$ cat src/rtl/alu_pkg.sv
// Shared ALU definitions: data width and the 3-bit opcode encoding used by
// the decode logic and any bench driving the block.
package alu_pkg;

    localparam int unsigned ALU_WIDTH = 32;
    localparam int unsigned OP_W      = 3;

    typedef enum logic [OP_W-1:0] {
        ALU_ADD = 3'b000,
        ALU_SUB = 3'b001,
        ALU_AND = 3'b010,
        ALU_OR  = 3'b011,
        ALU_XOR = 3'b100,
        ALU_SLT = 3'b101,
        ALU_SLL = 3'b110,
        ALU_SRL = 3'b111
    } alu_op_e;

endpackage : alu_pkg

$ cat src/rtl/alu_shifter.sv
// Combinational log2(WIDTH)-stage barrel shifter, zero-filling in either
// direction; stage i shifts by 2**i when shamt[i] is set.
module alu_shifter #(
    parameter int unsigned WIDTH = 32,
    parameter int unsigned SH_W  = $clog2(WIDTH)
) (
    input  logic [WIDTH-1:0] din,
    input  logic [SH_W-1:0]  shamt,
    input  logic             left,
    output logic [WIDTH-1:0] result_c
);

    logic [WIDTH-1:0] stage [SH_W+1];

    assign stage[0] = din;

    for (genvar gi = 0; gi < int'(SH_W); gi++) begin : g_stage
        localparam int unsigned STEP = 2 ** gi;
        assign stage[gi+1] = shamt[gi] ? (left ? (stage[gi] << STEP) : (stage[gi] >> STEP))
                                       : stage[gi];
    end

    assign result_c = stage[SH_W];

endmodule : alu_shifter

$ cat src/rtl/alu.sv
// Single-cycle ALU: add/sub, bitwise logic, signed compare and shifts,
// with one registered output stage and synchronous active-high reset.
module alu
    import alu_pkg::*;
#(
    parameter int unsigned WIDTH = ALU_WIDTH
) (
    input  logic             clk,
    input  logic             rst,
    input  logic [WIDTH-1:0] a,
    input  logic [WIDTH-1:0] b,
    input  logic [OP_W-1:0]  control,
    output logic [WIDTH-1:0] dout,
    output logic             cout
);

    localparam int unsigned SH_W = $clog2(WIDTH);

    alu_op_e          op_c;
    logic             sub_c;
    logic [WIDTH-1:0] addend_c;
    logic [WIDTH:0]   sum_c;
    logic [WIDTH-1:0] shift_c;
    logic [WIDTH-1:0] result_c;
    logic             carry_c;

    assign op_c = alu_op_e'(control);

    // Subtraction reuses the adder as a + ~b + 1, so carry out means no borrow.
    assign sub_c    = (op_c == ALU_SUB);
    assign addend_c = sub_c ? ~b : b;
    assign sum_c    = (WIDTH+1)'(a) + (WIDTH+1)'(addend_c) + (WIDTH+1)'(sub_c);

    alu_shifter #(
        .WIDTH (WIDTH),
        .SH_W  (SH_W)
    ) u_shifter (
        .din      (a),
        .shamt    (b[SH_W-1:0]),
        .left     (op_c == ALU_SLL),
        .result_c (shift_c)
    );

    // Result/flag select; only ADD and SUB drive a non-zero flag.
    always_comb begin
        result_c = '0;
        carry_c  = 1'b0;
        case (op_c)
            ALU_ADD, ALU_SUB: begin
                result_c = sum_c[WIDTH-1:0];
                carry_c  = sum_c[WIDTH];
            end
            ALU_AND: result_c = a & b;
            ALU_OR:  result_c = a | b;
            ALU_XOR: result_c = a ^ b;
            ALU_SLT: result_c = WIDTH'($signed(a) < $signed(b));
            ALU_SLL, ALU_SRL: result_c = shift_c;
            default: ;
        endcase
    end

    always_ff @(posedge clk) begin
        if (rst) begin
            dout <= '0;
            cout <= 1'b0;
        end else begin
            dout <= result_c;
            cout <= carry_c;
        end
    end

endmodule : alu

$ cat config.mk
export PLATFORM = sky130hd
export DESIGN_NAME = alu
export DESIGN_NICKNAME = d
export VERILOG_FILES = /design/src/rtl/alu_pkg.sv /design/src/rtl/alu_shifter.sv /design/src/rtl/alu.sv
export SDC_FILE = /design/constraint.sdc
export NUM_CORES = 1
export LEC_CHECK = 0
export CAP_MARGIN = 20
export CORE_MARGIN = 2
export CORE_UTILIZATION = 54
export CTS_CLUSTER_SIZE = 12
export DETAILED_ROUTE_END_ITERATION = 10
export PLACE_DENSITY = 0.81
export RECOVER_POWER = 50
export SYNTH_ARGS = -nofsm -noshare
export SYNTH_HDL_FRONTEND = slang
export SYNTH_SLANG_ARGS = --single-unit
$ cat constraint.sdc
create_clock -name clk -period 5.3 [get_ports clk]
set_input_delay 1.06 -clock clk [delete_from_list [all_inputs] [get_ports clk]]
set_output_delay 1.06 -clock clk [all_outputs]
set_load 0.005 [all_outputs]
==> reports/results.ini <==
[floorplan]
die_x_um = 134.1
io_pins = 102
die-area_mm2 = 0.01798
start_util = 0.5509
std_cell_rows = 47
die_y_um = 134.1
coreArea_mm2 = 0.01658

[placed_design]
hpwl_um = 30770
io_buffers = 101
gp_congestion = 1.049

[cts]
numCtsBuffers = 5
cts_tree = yes
clkTransAtPathRegs_ps = 60
cts_root_buf = clkbuf_16
cts_resized = 0
cts_setup_buffers = 0
htree_num_levels = 2
cts.path.max_buffers = 2
clock-sinks = 33
hold_buffers = 0

[min_path]
worstHoldStart = b[2]
worstHoldPathType = in2reg
hold_depth = 5
min_to = dout[6]

[sta]
worst_slew_margin_rel = 0.4153
hold_viol = 0
tightest_slew_ps = 874.3
rsz0062_at_grt = no
timing.final.crit_share = 0.8806
setup_violations = 0
period_minus_slack_ps = 4667
fin_hold_ws_ps = 1612
slew_violations = 0
fmax_mhz = 214.3
tns_ps = 0

[setup_path]
path_class = in2reg
end_kind = flip-flop
slowest_stage = clkdlybuf4s50_1
worst-endpoint-required_ps = 5520
critPathBufInv = 3
slowest_delay_ps = 410
startpoint = control[2]
crit_chain = clkdlybuf4s50_1 > or2_2 > nor2_4 > buf_4 > buf_4 > xnor2_1 > ha_1 > a21oi_1 > a21boi_0 > o21a_1 > o211ai_1 > a21oi_1 > o221ai_1 > nor2_1 > or3_1 > nand3_1
crit_family = compound AO/OA/AOI/OAI gates
worstPathArrival_ps = 4880
critPathLaunchType = input pin
cp_max_fo = 16

[global_route]
grt_usage = 0.4355
antenna_found_initial = 1
gr-total-overflow = 0
grt_max_degree = 66
grt_pass1_vias = 9912
grt_pass1_wl_um = 60120

[status]
status = finished, final reports clean

[synth]
synth.distinct_cells = 78
yosys_warnings = 0
avgSynthCellArea_um2 = 7.006
synth_ff_type = dfxtp_1
synth_area_leaders = ha_1 17%, a21oi_1 8.2%, dfxtp_1 7.2%
synth_edf_count = 0
syn-num-nets = 1501
synth_top_area_share = 0.1739
synth_seq_cells = 33
yosys.area.top_type = ha_1
syn_area_mm2 = 0.009136
postSynth.asyncResetShare = 0
seq_area_frac_synth = 0.07231
postSynthCellCount = 1304

[power]
ir_drop_mv = 0.1165
powerDensity_mw_per_mm2 = 162.0
power_leakage_uw = 0.004746
power_uw = 1711

[detailed_routing]
final_antenna_net_count = 0
vias = 10990
drt_iter0_markers = 1978
wirelength_um = 39930
firstDrtPassIters = 8
wire_per_inst_um = 25.15
vias_per_cell = 6.919
drc = 0

[finish]
antennaDiodeCount = 0
fillers = 1578
layout_commonest_cell = a21oi_1
nets = 1564
layout.cells.most_common_list = 149 x a21oi_1, 138 x nand2_1, 127 x ha_1
multiInputGateArea_mm2 = 0.007720
area_delta_synth_final_pct = 15.67
register_area_um2 = 660.6
drive_gt1_frac = 0.08260

[run]
maxCapViolCount = 0

[metal layers]
metal,share of wire,GRT usage
met4,0.054,0.1684
met1,0.39,0.5946
met5,0,0
met2,0.43,0.6835
met3,0.12,0.07937
[worst min-delay path, stage by stage]
cell and delay [ps]:
buf_2 110, buf_4 290, nand2_1 180, a311oi_1 90, nor2_1 70
[synthesized netlist by cell type, types with 23 or more instances]
| master | count |
|---|---|
| nor2_1 | 123 |
| a21oi_1 | 149 |
| clkbuf_1 | 60 |
| o21ai_0 | 74 |
| a21o_1 | 28 |
| nand3_1 | 25 |
| mux4_2 | 25 |
| o22ai_1 | 26 |
| nand2_1 | 138 |
| xnor2_1 | 50 |
| ha_1 | 127 |
| dfxtp_1 | 33 |
| inv_1 | 79 |
| a31oi_1 | 23 |
| mux2i_1 | 34 |
[power breakdown]
group          internal (µW)  switching [µW]
logic                    451             688
clock network            172             119
registers                274            7.11
total                    897             814
[how the worst max path moves through the flow]
stage / endpoint / slack, ps / cells after the start
6_report: dout[31] / 630 / 16
5_1_grt: dout[31] / 410 / 16
4_1_cts: dout[26] / 700 / 15
3_5_place_dp: dout[26] / 430 / 15
3_3_place_gp: dout[26] / 470 / 15
2_1_floorplan: dout[26] / 80 / 18
[sequential cells by signal (all words and copies together) (netlist names)]
register  flops
cout          1
dout         32
[logic make-up after synthesis]
kind of cell / count (synthesis) / share of synthesized area
buffers and inverters: 188 / 0.08367
AOI/OAI and AO/OA: 467 / 0.3314
DFF: 33 / 0.07231
and+or+nand+nor: 370 / 0.1808
xor gates and xnor gates: 58 / 0.05560
muxes: 60 / 0.1001
adders and majority gates: 128 / 0.1761
[per-stage QoR]
step	setup WS, ps	std cells	instance area, µm²	utilization
3_5_place_dp	433.2	1580	10430	0.6286
6_report	632.7	1588	10570	0.6372
2_1_floorplan	84.98	1304	9136	-
4_1_cts	697.5	1588	10570	0.6372
3_3_place_gp	466.5	1580	10430	0.6286
5_1_grt	408.0	1588	10570	0.6372
[layout make-up]
class,instances,share of cell area
inverter,82,0.02913
sequential,33,0.06252
clock buffer,5,0.01184
clock inverter,3,0.001658
tap,220,0.02605
timing repair buffer,162,0.1383
multi-input combinational,1083,0.7305
Power figures use the tool's default switching activity.
